--- src/rtl/pla_pkg.sv ---
// Shared sizing helpers, plane offsets and FSM state type
// for the serially programmable PLA.
package pla_pkg;

    localparam int N_IN_DEF   = 3;
    localparam int N_TERM_DEF = 5;
    localparam int N_OUT_DEF  = 2;

    function automatic int fuse_w(input int n_in, input int n_term, input int n_out);
        return n_term * 2 * n_in + n_out * n_term;
    endfunction

    function automatic int frame_w(input int n_in, input int n_term, input int n_out);
        return fuse_w(n_in, n_term, n_out) + 1;
    endfunction

    function automatic int or_base(input int n_in, input int n_term);
        return n_term * 2 * n_in;
    endfunction

    localparam int AND_BASE = 0;
    localparam int OR_BASE  = or_base(N_IN_DEF, N_TERM_DEF);

    typedef enum logic [1:0] {
        IDLE  = 2'd0,
        LOAD  = 2'd1,
        CHECK = 2'd2
    } state_e;

endpackage

--- src/rtl/pla_prog_eval.sv ---
// Combinational sum-of-products evaluation from a fuse vector.
// Terms with no enabled literal are forced to 0.
module pla_eval
    import pla_pkg::*;
#(
    parameter int N_IN   = N_IN_DEF,
    parameter int N_TERM = N_TERM_DEF,
    parameter int N_OUT  = N_OUT_DEF,
    localparam int FW    = fuse_w(N_IN, N_TERM, N_OUT),
    localparam int OR_B  = or_base(N_IN, N_TERM)
) (
    input  logic [FW-1:0]    fuse_i,
    input  logic [N_IN-1:0]  in_i,
    output logic [N_OUT-1:0] out_o
);

    logic [N_TERM-1:0] term;
    logic              en;
    logic              ok;
    logic              pos;
    logic              neg;

    always_comb begin
        term  = '0;
        out_o = '0;
        en    = 1'b0;
        ok    = 1'b1;
        pos   = 1'b0;
        neg   = 1'b0;
        for (int t = 0; t < N_TERM; t++) begin
            en = 1'b0;
            ok = 1'b1;
            for (int i = 0; i < N_IN; i++) begin
                pos = fuse_i[AND_BASE + t*2*N_IN + 2*i];
                neg = fuse_i[AND_BASE + t*2*N_IN + 2*i + 1];
                en  = en | pos | neg;
                if (pos && !in_i[i]) ok = 1'b0;
                if (neg &&  in_i[i]) ok = 1'b0;
            end
            term[t] = en & ok;
        end
        for (int o = 0; o < N_OUT; o++) begin
            out_o[o] = |(term & fuse_i[OR_B + o*N_TERM +: N_TERM]);
        end
    end

endmodule

--- src/rtl/pla_prog.sv ---
// Serial-load PLA: parity-checked frame into a shadow map,
// atomic commit to the active map, registered outputs.
module pla_prog
    import pla_pkg::*;
#(
    parameter int N_IN   = N_IN_DEF,
    parameter int N_TERM = N_TERM_DEF,
    parameter int N_OUT  = N_OUT_DEF
) (
    input  logic             clk,
    input  logic             rst_n,
    input  logic             cfg_start,
    input  logic             cfg_valid,
    input  logic             cfg_bit,
    output logic             cfg_ready,
    output logic             cfg_done,
    output logic             cfg_err,
    output logic             busy,
    input  logic [N_IN-1:0]  pla_in,
    output logic [N_OUT-1:0] pla_out
);

    localparam int FW  = fuse_w(N_IN, N_TERM, N_OUT);
    localparam int FRW = frame_w(N_IN, N_TERM, N_OUT);
    localparam int CW  = $clog2(FRW + 1);

    state_e             state_q;
    logic [CW-1:0]      cnt_q;
    logic               par_q;
    logic [FW-1:0]      shadow_q;
    logic [FW-1:0]      active_q;
    logic               ready_q;
    logic               done_q;
    logic               err_q;
    logic               busy_q;
    logic [N_OUT-1:0]   out_q;
    logic [N_OUT-1:0]   out_d;

    pla_eval #(
        .N_IN   (N_IN),
        .N_TERM (N_TERM),
        .N_OUT  (N_OUT)
    ) u_eval (
        .fuse_i (active_q),
        .in_i   (pla_in),
        .out_o  (out_d)
    );

    always_ff @(posedge clk or negedge rst_n) begin
        if (!rst_n) begin
            state_q  <= IDLE;
            cnt_q    <= '0;
            par_q    <= 1'b0;
            shadow_q <= '0;
            active_q <= '0;
            ready_q  <= 1'b0;
            done_q   <= 1'b0;
            err_q    <= 1'b0;
            busy_q   <= 1'b0;
            out_q    <= '0;
        end else begin
            done_q <= 1'b0;
            out_q  <= out_d;
            unique case (state_q)
                IDLE: begin
                    if (cfg_start) begin
                        state_q  <= LOAD;
                        cnt_q    <= '0;
                        par_q    <= 1'b0;
                        shadow_q <= '0;
                        err_q    <= 1'b0;
                        ready_q  <= 1'b1;
                        busy_q   <= 1'b1;
                    end
                end
                LOAD: begin
                    // A restart outranks a bit offered in the same cycle
                    if (cfg_start) begin
                        cnt_q    <= '0;
                        par_q    <= 1'b0;
                        shadow_q <= '0;
                        err_q    <= 1'b0;
                    end else if (cfg_valid) begin
                        par_q <= par_q ^ cfg_bit;
                        cnt_q <= cnt_q + CW'(1);
                        if (cnt_q < CW'(FW)) shadow_q[cnt_q] <= cfg_bit;
                        if (cnt_q == CW'(FRW - 1)) begin
                            state_q <= CHECK;
                            ready_q <= 1'b0;
                        end
                    end
                end
                CHECK: begin
                    if (!par_q) active_q <= shadow_q;
                    else        err_q    <= 1'b1;
                    done_q  <= 1'b1;
                    busy_q  <= 1'b0;
                    state_q <= IDLE;
                end
                default: state_q <= IDLE;
            endcase
        end
    end

    assign cfg_ready = ready_q;
    assign cfg_done  = done_q;
    assign cfg_err   = err_q;
    assign busy      = busy_q;
    assign pla_out   = out_q;

endmodule
--- config.mk ---
export PLATFORM = sky130hd
export DESIGN_NAME = pla_prog
export DESIGN_NICKNAME = d
export VERILOG_FILES = /design/src/rtl/pla_pkg.sv /design/src/rtl/pla_prog_eval.sv /design/src/rtl/pla_prog.sv
export SDC_FILE = /design/constraint.sdc
export NUM_CORES = 1
export LEC_CHECK = 0
export BUFFER_PORTS_ARGS = -buffer_cell sky130_fd_sc_hd__buf_2
export CORE_ASPECT_RATIO = 0.8
export CORE_MARGIN = 2
export CORE_UTILIZATION = 51
export CTS_BUF_LIST = sky130_fd_sc_hd__clkbuf_8
export CTS_CLUSTER_DIAMETER = 100
export DETAILED_ROUTE_END_ITERATION = 12
export HOLD_SLACK_MARGIN = 0.08
export PLACE_DENSITY = 0.67
export SYNTH_ARGS = -nofsm -noshare
export SYNTH_HDL_FRONTEND = slang
export SYNTH_SLANG_ARGS = --single-unit
--- constraint.sdc ---
create_clock -name clk -period 2.2 [get_ports clk]
set_clock_uncertainty 0.15 [all_clocks]
set_input_delay 0.11 -clock clk [delete_from_list [all_inputs] [get_ports clk]]
set_output_delay 0.11 -clock clk [all_outputs]
set_load 0.02 [all_outputs]
==> results.sh, run 1 <==
export IMPL_cts_resized=0
export IMPL_htree_levels=3
export IMPL_synth_cell_type_count=49
export IMPL_drt_iter0_drc=292
export IMPL_slew_violations=0
export IMPL_ant_nets=0
export IMPL_ys_seq_elements=95
export IMPL_grt_use_total_pct=24.2
export IMPL_hold_viol=0
export IMPL_max_freq_ghz=0.529
export IMPL_via_per_inst=6.01
export IMPL_start_util_pct=52.7
export IMPL_worstPathRequired_ns=2.30
export IMPL_core_um2=8520
export IMPL_cts_root_buf="clkbuf_8"
export IMPL_firstDrtPassIters=4
export IMPL_fin_crit_sh_pct=86.0
export IMPL_dpl_hpwl_um=7010
export IMPL_max_stage_delay_ns=0.63
export IMPL_cts_buffer_depth=2
export IMPL_grt_pass1_wl_um=16800
export IMPL_wirelength_um=10600
export IMPL_overflow=0
export IMPL_seq_area_frac_synth_pct=52.9
export IMPL_drc=0
export IMPL_ys_warn_count=0
export IMPL_worst_slack_ns=0.309
export IMPL_worstHoldPathType="in -> async"
export IMPL_clkTransAtPathRegs_ns=0.09
export IMPL_n_fill_cell=723
export IMPL_num_io_pins=14
export IMPL_die_w_um=109
export IMPL_dp_cells=519
export IMPL_startpoint_type="flop"
export IMPL_p_clk_share_pct=36.8
export IMPL_fin_nets=433
export IMPL_path_cells="nand2_1 -> nor2_1 -> and4_1 -> xnor2_1 -> nor2_1"
export IMPL_dp_slack_ns=0.339
export IMPL_worst_path_max_delay_cell="dfrtp_1"
export IMPL_cts_tree="done"
export IMPL_io_buffers=13
export IMPL_internal_power_w=0.00238
export IMPL_syn_to_final_growth_pct=9.72
export IMPL_cts_sinks=95
export IMPL_die_height_um=87.9
export IMPL_antenna_found_initial=0
export IMPL_worst_slew_pin_slew_ns=0.520
export IMPL_pwr_share_seq_pct=56.0
export IMPL_power_density_nw_per_um2=641
export IMPL_synth_area_um2=4490
export IMPL_drive_gt1_share_pct=22.4
export IMPL_maxSlewHeadroom_pct=65.2
export IMPL_power_switching_share_pct=24.8
export IMPL_vias=3243
export IMPL_syn_inst=405
export IMPL_numCtsBuffers=9
export IMPL_finalSetupViolations=0
export IMPL_grt_max_degree=42
export IMPL_post_drt_wl_per_cell_um=19.6
export IMPL_stdcell_count=540
export IMPL_rsz0062_at_grt="false"
export IMPL_synth_avg_cell_area_um2=11.1
export IMPL_ir_drop_mv=0.496
export IMPL_fp_row_count=30
export IMPL_rr_worst_depth=5
export IMPL_place_congestion=0.836
export IMPL_grt_pass1_vias=2983
export IMPL_critical_path_arrival_ns=1.99
export IMPL_syn_num_nets=415
export IMPL_combPwrFrac_pct=7.2
export IMPL_power_switching_w=0.000786
export IMPL_cp_end_kind="flop"
export IMPL_path_class="reg -> reg"
export IMPL_dieArea_um2=9580
export IMPL_worst_path_most_repeated_cell="nor2_1"
export IMPL_clock_insertion_delay_worst_skew_ns=0.37
export IMPL_antenna_cells=0
export IMPL_maxCapViolCount=0
export IMPL_holdWs_ns=0.0840
export IMPL_cellLeakagePower_nw=2.29
export IMPL_tns_ns=0
export IMPL_cp_max_fo=18
export IMPL_status="completed"
export IMPL_fin_crit_ns=1.89
registers in the layout, indices dropped and copies added (netlist names):
name and cells:
cfg_err 1, busy 1, pla_out 2, shadow_q 40, cnt_q 6, par_q 1, cfg_ready 1, active_q 40
cfg_done 1, state_q 2
critical path: cells and delay by family (launching register included):
| family | cells | cell delay [ns] |
|---|---|---|
| xor+xnor | 1 | 0.11 |
| flops | 1 | 0.63 |
| simple gates | 4 | 0.88 |
power groups by stage:
stage / clock network [W] / registers (W) / logic (W)
after floorplan: 0 / 0.00180 / 0.000117
after global placement: 0 / 0.00181 / 0.000216
after detailed placement: 0 / 0.00181 / 0.000218
after CTS: 0.00118 / 0.00177 / 0.000226
after global routing: 0.00127 / 0.00177 / 0.000248
final: 0.00116 / 0.00177 / 0.000227
routing by layer:
metal / GRT usage, % / vias to the layer above / routed length [µm]
met5: 0 / - / 0
met4: 5.94 / 0 / 114
met3: 7.29 / 9 / 801
met2: 34.2 / 117 / 4620
met1: 36.5 / 1611 / 5070
li1: - / 1506 / -
cells in the mapped netlist, drive strengths merged:
library cell / number / share of area, %
buf: 16 / 2.6
nor4: 4 / 0.56
clkbuf: 9 / 0.75
nand3: 7 / 0.78
nand4: 7 / 2.6
o21a: 1 / 0.33
o22a: 1 / 0.20
o21ai: 85 / 9.6
and4b: 1 / 0.22
and2b: 1 / 0.22
a32oi: 2 / 0.39
ha: 2 / 0.56
xor2: 4 / 0.78
and3: 1 / 0.14
and3b: 1 / 0.20
nand3b: 1 / 0.17
nor2: 20 / 2.1
or4: 1 / 0.17
xnor2: 1 / 0.20
inv: 4 / 0.33
dfrtp: 95 / 53
a211o: 1 / 0.20
nor2b: 2 / 0.33
a31oi: 2 / 0.28
and2: 1 / 0.14
a21oi: 47 / 5.3
mux2: 43 / 11
nand2: 15 / 1.3
nor3b: 4 / 1.0
mux2i: 12 / 2.7
o31a: 1 / 0.20
nor3: 8 / 1.3
or3: 4 / 0.56
and4: 1 / 0.20
metrics by stage:
| stage | util [%] | power (W) | area, µm² |
|---|---|---|---|
| after floorplan | - | 0.00192 | 4490 |
| after global placement | 54.9 | 0.00202 | 4680 |
| after detailed placement | 54.9 | 0.00202 | 4680 |
| after CTS | 57.8 | 0.00318 | 4930 |
| after global routing | 57.8 | 0.00329 | 4930 |
| final | 57.8 | 0.00316 | 4930 |
final cells by class:
cell class	instances	area, µm²	area share [%]
clock inverter	6	60.1	1.22
clock buffer	10	138	2.79
inverter	4	15.0	0.305
tap	112	140	2.84
multi-input combinational	281	1950	39.6
sequential	95	2380	48.2
timing repair buffer	32	248	5.03
cells in the final DEF (no fill, tap or decap), types with 2 or more instances in the layout:
cell type,instances
a21oi_1,46
a31oi_1,2
a32oi_1,2
buf_12,2
buf_2,12
buf_4,13
clkbuf_8,10
clkinv_2,2
dfrtp_1,95
dlygate4sd3_1,5
ha_1,2
inv_1,3
inv_2,2
mux2_1,9
mux2_2,34
mux2i_1,12
nand2_1,14
nand3_1,7
nand4_1,2
nand4_4,5
nor2_1,18
nor3_1,6
nor3b_2,3
nor4_1,4
o21ai_0,43
o21ai_1,41
or3_1,4
xor2_1,4
logic make-up (layout without fill, tap and decap cells):
logic type	after synthesis	after routing	synth area share, %
xor gates and xnor gates	5	5	0.975
AOI/OAI and AO/OA	140	140	16.5
DFF	95	95	52.9
and+or+nand+nor	79	79	12.0
muxes	55	55	13.5
buffers and inverters	29	52	3.65
adders and majority gates	2	2	0.557
repair_timing:
action | 4_1_cts | 5_1_grt
hold endpoints to repair | 141 | 0
setup buffers | 0 | 0
hold buffers | 5 | 0
worst paths after layout:
check / from / slack, ns / end
worst max-delay path: cnt_q[2]$_DFFE_PN0P_ / 0.31 / cnt_q[5]$_DFFE_PN0P_
worst max register to register: cnt_q[2]$_DFFE_PN0P_ / 0.31 / cnt_q[5]$_DFFE_PN0P_
worst min-delay path: rst_n / 0.08 / active_q[34]$_DFFE_PN0P_
max in group asynchronous: rst_n / 1.14 / active_q[11]$_DFFE_PN0P_
worst min register to register: shadow_q[18]$_DFFE_PN0P_ / 0.35 / active_q[18]$_DFFE_PN0P_
min in group clk: pla_in[0] / 0.12 / pla_out[0]$_DFF_PN0_
(Power assumes the default switching activity.)
==> inputs of run 2 (changes only) <==
Settings changed: REMOVE_ABC_BUFFERS set to 1.
==> run 2 against run 1 <==
Compared with the run above:
- sequential power about the same
- first-iteration DRC count shrank 36%
- sequential cell count did not move
- setup slack worse by 0.074 ns
- sequential share of layout area up 0.074 points
- cell count stayed put
- fmax is 3.8% lower
==> results.sh, run 2 (synthesis results as in run 1) <==
export IMPL_numCtsBuffers=9
export IMPL_drc=0
export IMPL_path_class="in -> reg"
export IMPL_fp_row_count=30
export IMPL_worst_slack_ns=0.235
export IMPL_antenna_cells=0
export IMPL_startpoint_type="input port"
export IMPL_via_per_inst=6.02
export IMPL_fin_nets=433
export IMPL_fin_crit_sh_pct=89.3
export IMPL_pwr_share_seq_pct=56.8
export IMPL_use_met1_pct=35.9
export IMPL_cp_end_kind="flop"
export IMPL_antenna_found_initial=0
export IMPL_dpl_hpwl_um=7120
export IMPL_cts_resized=0
export IMPL_clkTransAtPathRegs_ns=0.10
export IMPL_cellLeakagePower_nw=2.28
export IMPL_htree_levels=3
export IMPL_final_common_cell="dfrtp_1"
export IMPL_io_buffers=13
export IMPL_power_switching_share_pct=27.6
export IMPL_post_route_util_pct=57.8
export IMPL_ir_drop_mv=0.331
export IMPL_stdcell_count=540
export IMPL_dp_cells=519
export IMPL_post_drt_wl_per_cell_um=19.8
export IMPL_internal_power_w=0.00226
export IMPL_n_fill_cell=716
export IMPL_firstDrtPassIters=4
export IMPL_p_clk_share_pct=36.0
export IMPL_max_freq_ghz=0.509
export IMPL_rsz0062_at_grt="false"
export IMPL_maxCapViolCount=0
export IMPL_fin_crit_ns=1.97
export IMPL_status="completed"
export IMPL_tns_ns=0
export IMPL_dp_slack_ns=0.337
export IMPL_cts_root_buf="clkbuf_8"
export IMPL_place_congestion=0.846
export IMPL_die_w_um=109
export IMPL_worstHoldPathType="in -> async"
export IMPL_cts_hold_buf=5
export IMPL_dieArea_um2=9580
export IMPL_finalSetupViolations=0
export IMPL_cp_max_fo=40
export IMPL_cts_sinks=95
export IMPL_critical_path_arrival_ns=2.12
export IMPL_drt_iter0_drc=187
export IMPL_ant_nets=0
export IMPL_grt_max_degree=58
export IMPL_final_cell_mix="dfrtp_1 (95), a21oi_1 (46), o21ai_0 (43), o21ai_1 (41), mux2_2 (34)"
export IMPL_grt_util_met2_pct=34.8
export IMPL_power_density_nw_per_um2=634
export IMPL_core_um2=8520
export IMPL_holdWs_ns=0.0836
export IMPL_syn_to_final_growth_pct=9.55
export IMPL_die_height_um=87.9
export IMPL_clock_insertion_delay_worst_skew_ns=0.37
export IMPL_grt_use_total_pct=24.1
export IMPL_grt_pass1_wl_um=17100
export IMPL_worstPathRequired_ns=2.35
export IMPL_reg_largest_list="active_q x40, shadow_q x40, cnt_q x6"
export IMPL_combPwrFrac_pct=7.2
export IMPL_grt_busiest_layer="met1"
export IMPL_overflow=0
export IMPL_maxSlewHeadroom_pct=63.3
export IMPL_power_switching_w=0.000859
export IMPL_hold_viol=0
export IMPL_wirelength_um=10700
export IMPL_num_io_pins=14
export IMPL_met3_usage_pct=5.43
export IMPL_worst_slew_pin_slew_ns=0.549
export IMPL_cts_tree="done"
export IMPL_grt_pass1_vias=3175
export IMPL_vias=3253
export IMPL_start_util_pct=52.7
export IMPL_drive_gt1_share_pct=22.7
export IMPL_slew_violations=0
export IMPL_cts_buffer_depth=2
export IMPL_postCtsSetupRepairBufs=0
-- run 2: cell types whose count changed in the layout (fill, tap and decap cells not counted) --
cell and change:
inv_8 +1, bufinv_16 -1, clkinv_4 +1, inv_6 +1, inv_1 -1, clkinv_8 +1, clkbuf_8 -1, clkinv_2 -1
-- run 2: cell type report --
class	instances	area, µm²	share of cell area [%]
Clock inverter	7	66.3	1.35
Timing Repair Buffer	32	248	5.03
Multi-Input combinational cell	281	1950	39.6
Inverter	4	15.0	0.305
Tap cell	112	140	2.85
Sequential cell	95	2380	48.3
Clock buffer	9	124	2.52
-- run 2: worst max-delay path, stage by stage --
cell,delay (ns)
dlygate4sd3_1,0.55
buf_2,0.19
nor2_2,0.15
nand2_2,0.24
o21ai_2,0.21
buf_4,0.36
o21ai_0,0.19
o21ai_1,0.11
-- run 2: power by group through the flow --
stage	clock [W]	sequential, W	combinational, W
2_1_floorplan	0	0.00181	0.0000961
3_3_place_gp	0	0.00181	0.000210
3_5_place_dp	0	0.00181	0.000214
4_1_cts	0.00114	0.00177	0.000222
5_1_grt	0.00122	0.00178	0.000245
6_report	0.00112	0.00177	0.000223
-- run 2: path summary, 6_finish.rpt --
check,from,end,slack [ns],depth (start not counted)
min,rst_n,active_q[5]$_DFFE_PN0P_,0.08,2
max reg2reg,state_q[0]$_DFFE_PN0P_,shadow_q[18]$_DFFE_PN0P_,0.27,5
max,cfg_start,shadow_q[18]$_DFFE_PN0P_,0.23,8
max in group asynchronous,rst_n,active_q[17]$_DFFE_PN0P_,1.14,3
min in group clk,pla_in[0],pla_out[0]$_DFF_PN0_,0.13,4
min reg2reg,busy$_DFFE_PN0P_,busy$_DFFE_PN0P_,0.35,2
-- run 2: layer usage --
| layer | up-vias | routed length (µm) |
|---|---|---|
| met1 | 1633 | 5220 |
| li1 | 1504 | - |
| met5 | - | 0 |
| met2 | 96 | 4620 |
| met3 | 20 | 641 |
| met4 | 0 | 220 |
-- run 2: per-stage QoR --
step / total power (W) / area (µm²)
after floorplan: 0.00190 / 4340
after global placement: 0.00202 / 4680
after detailed placement: 0.00202 / 4680
after CTS: 0.00313 / 4920
after global routing: 0.00325 / 4920
final: 0.00312 / 4920
==> inputs of run 3 (changes only) <==
Clock period 2.2 ns to 1.95 ns, I/O delays scaled along.
==> run 3 against run 2 <==
Compared with the run above:
- sequential share of layout area down 0.86 points
- register-to-register slack worse by 0.095 ns
- sequential power up 12%
- power up 20%
- setup slack worse by 0.060 ns
- first-iteration DRC count up 40%
- final area up 1.9%
- critical path type is now reg -> reg
- critical endpoint is now active_q[1]$_DFFE_PN0P_
- largest cell class unchanged
==> results.sh, run 3 (synthesis results as in run 1) <==
export IMPL_reg_largest_list="active_q x40, shadow_q x40, cnt_q x6"
export IMPL_via_per_inst=6.01
export IMPL_crit_end="active_q[1]$_DFFE_PN0P_"
export IMPL_cts_tree="done"
export IMPL_finalSetupViolations=0
export IMPL_power_density_nw_per_um2=745
export IMPL_wirelength_um=10800
export IMPL_maxSlewHeadroom_pct=62.7
export IMPL_die_height_um=87.9
export IMPL_htree_levels=3
export IMPL_start_util_pct=52.7
export IMPL_place_congestion=0.820
export IMPL_final_cell_mix="dfrtp_1 (94), a21oi_1 (46), o21ai_0 (43), o21ai_1 (41), mux2_2 (34)"
export IMPL_clock_insertion_delay_worst_skew_ns=0.36
export IMPL_core_um2=8520
export IMPL_syn_to_final_growth_pct=11.6
export IMPL_ir_drop_mv=0.472
export IMPL_final_cell_area_um2=5010
export IMPL_dieArea_um2=9580
export IMPL_max_stage_delay_ns=0.50
export IMPL_drc=0
export IMPL_path_class="reg -> reg"
export IMPL_clkTransAtPathRegs_ns=0.10
export IMPL_r2r_slack_ns=0.17
export IMPL_rr_endpoint="active_q[1]$_DFFE_PN0P_"
export IMPL_maxCapViolCount=0
export IMPL_worstPathRequired_ns=2.06
export IMPL_crit_start="state_q[0]$_DFFE_PN0P_"
export IMPL_die_w_um=109
export IMPL_grt_max_degree=42
export IMPL_drt_iter0_drc=262
export IMPL_cellLeakagePower_nw=2.34
export IMPL_post_route_util_pct=58.8
export IMPL_fin_crit_sh_pct=91.0
export IMPL_grt_pass1_vias=3204
export IMPL_grt_pass1_wl_um=17500
export IMPL_fin_nets=439
export IMPL_critical_path_arrival_ns=1.88
export IMPL_numCtsBuffers=9
export IMPL_antenna_cells=0
export IMPL_grt_use_total_pct=24.8
export IMPL_worst_slack_ns=0.175
export IMPL_vias=3284
export IMPL_dp_slack_ns=0.188
export IMPL_num_io_pins=14
export IMPL_path_cells="nor2b_2 -> and2b_4 -> buf_12 -> mux2_2"
export IMPL_worst_path_max_delay_cell="dfrtp_1"
export IMPL_post_drt_wl_per_cell_um=19.7
export IMPL_holdWs_ns=0.0829
export IMPL_rr_worst_depth=4
export IMPL_ant_nets=0
export IMPL_cts_buffer_depth=2
export IMPL_final_common_cell="dfrtp_1"
export IMPL_postPlaceCellArea_um2=4750
export IMPL_startpoint_type="flop"
export IMPL_dpl_hpwl_um=7340
export IMPL_rsz0062_at_grt="false"
export IMPL_cts_sinks=95
export IMPL_power_w=0.00373
export IMPL_cts_root_buf="clkbuf_8"
export IMPL_antenna_found_initial=0
export IMPL_hold_viol=0
export IMPL_worst_slew_pin_slew_ns=0.558
export IMPL_fp_row_count=30
export IMPL_slew_violations=0
export IMPL_n_fill_cell=711
export IMPL_worstHoldPathType="in -> async"
export IMPL_reg2reg_from="state_q[0]$_DFFE_PN0P_"
export IMPL_cp_end_kind="flop"
export IMPL_fin_crit_ns=1.78
export IMPL_overflow=0
export IMPL_cp_max_fo=17
export IMPL_status="completed"
export IMPL_drive_gt1_share_pct=24.0
export IMPL_firstDrtPassIters=4
export IMPL_max_freq_ghz=0.563
export IMPL_io_buffers=13
-- run 3: cell types whose count changed in the layout (fill, tap and decap cells not counted), sizes merged --
cell,delta
buf,+7
bufinv,+2
clkinv,-2
clkinvlp,-1
dlygate4sd3,-1
inv,+1
-- run 3: worst min-delay path by stage --
stage | slack, ns | from | endpoint | depth (start not counted)
2_1_floorplan | -0.35 | rst_n | active_q[0]$_DFFE_PN0P_ | 0
3_3_place_gp | -0.05 | rst_n | active_q[10]$_DFFE_PN0P_ | 1
3_5_place_dp | -0.04 | rst_n | active_q[11]$_DFFE_PN0P_ | 1
4_1_cts | 0.10 | rst_n | active_q[11]$_DFFE_PN0P_ | 2
5_1_grt | 0.11 | rst_n | active_q[11]$_DFFE_PN0P_ | 2
6_report | 0.08 | rst_n | active_q[34]$_DFFE_PN0P_ | 2
-- run 3: layout make-up --
type / count / area [µm²] / share of cell area [%]
clock buffers: 9 / 124 / 2.47
clock inverters: 7 / 101 / 2.02
inverters: 4 / 15.0 / 0.300
multi-input cells: 281 / 1950 / 38.9
flip-flops and latches: 95 / 2380 / 47.5
well taps: 112 / 140 / 2.80
repair buffers: 38 / 303 / 6.04
-- run 3: metrics by stage --
step / TNS [ns] / instances
floorplan: -12.95 / 380
global placement: 0 / 526
detailed placement: 0 / 526
CTS: 0 / 546
global route: 0 / 546
finish: 0 / 546
-- run 3: worst max-delay path: cells and delay by family, from the launching register on --
kind | cells | cell delay (ns)
mux | 1 | 0.35
flops | 1 | 0.50
buf+inv | 1 | 0.20
simple gates | 2 | 0.48
-- run 3: what timing repair did --
item | 4_1_cts | 5_1_grt
hold buffers | 4 | 0
endpoints found under the setup margin | 0 | 2
endpoints found under the hold margin | 142 | 0
setup buffers | 0 | 0
gates resized for setup | 0 | 1
-- run 3: per-layer routing --
metal	track usage, %	wire length [µm]	vias to the layer above
met2	36.3	4750	98
met4	7.46	131	0
li1	-	-	1523
met1	36.9	5280	1647
met5	0	0	-
met3	5.58	616	16
-- run 3: power breakdown --
| part | leakage [nW] | internal (W) | switching (W) | total, W |
|---|---|---|---|---|
| Sequential | 1.32 | 0.00198 | 0.0000102 | 0.00199 |
| Clock | 0.118 | 0.000739 | 0.000732 | 0.00147 |
| Combinational | 0.907 | 0.0000799 | 0.000191 | 0.000271 |
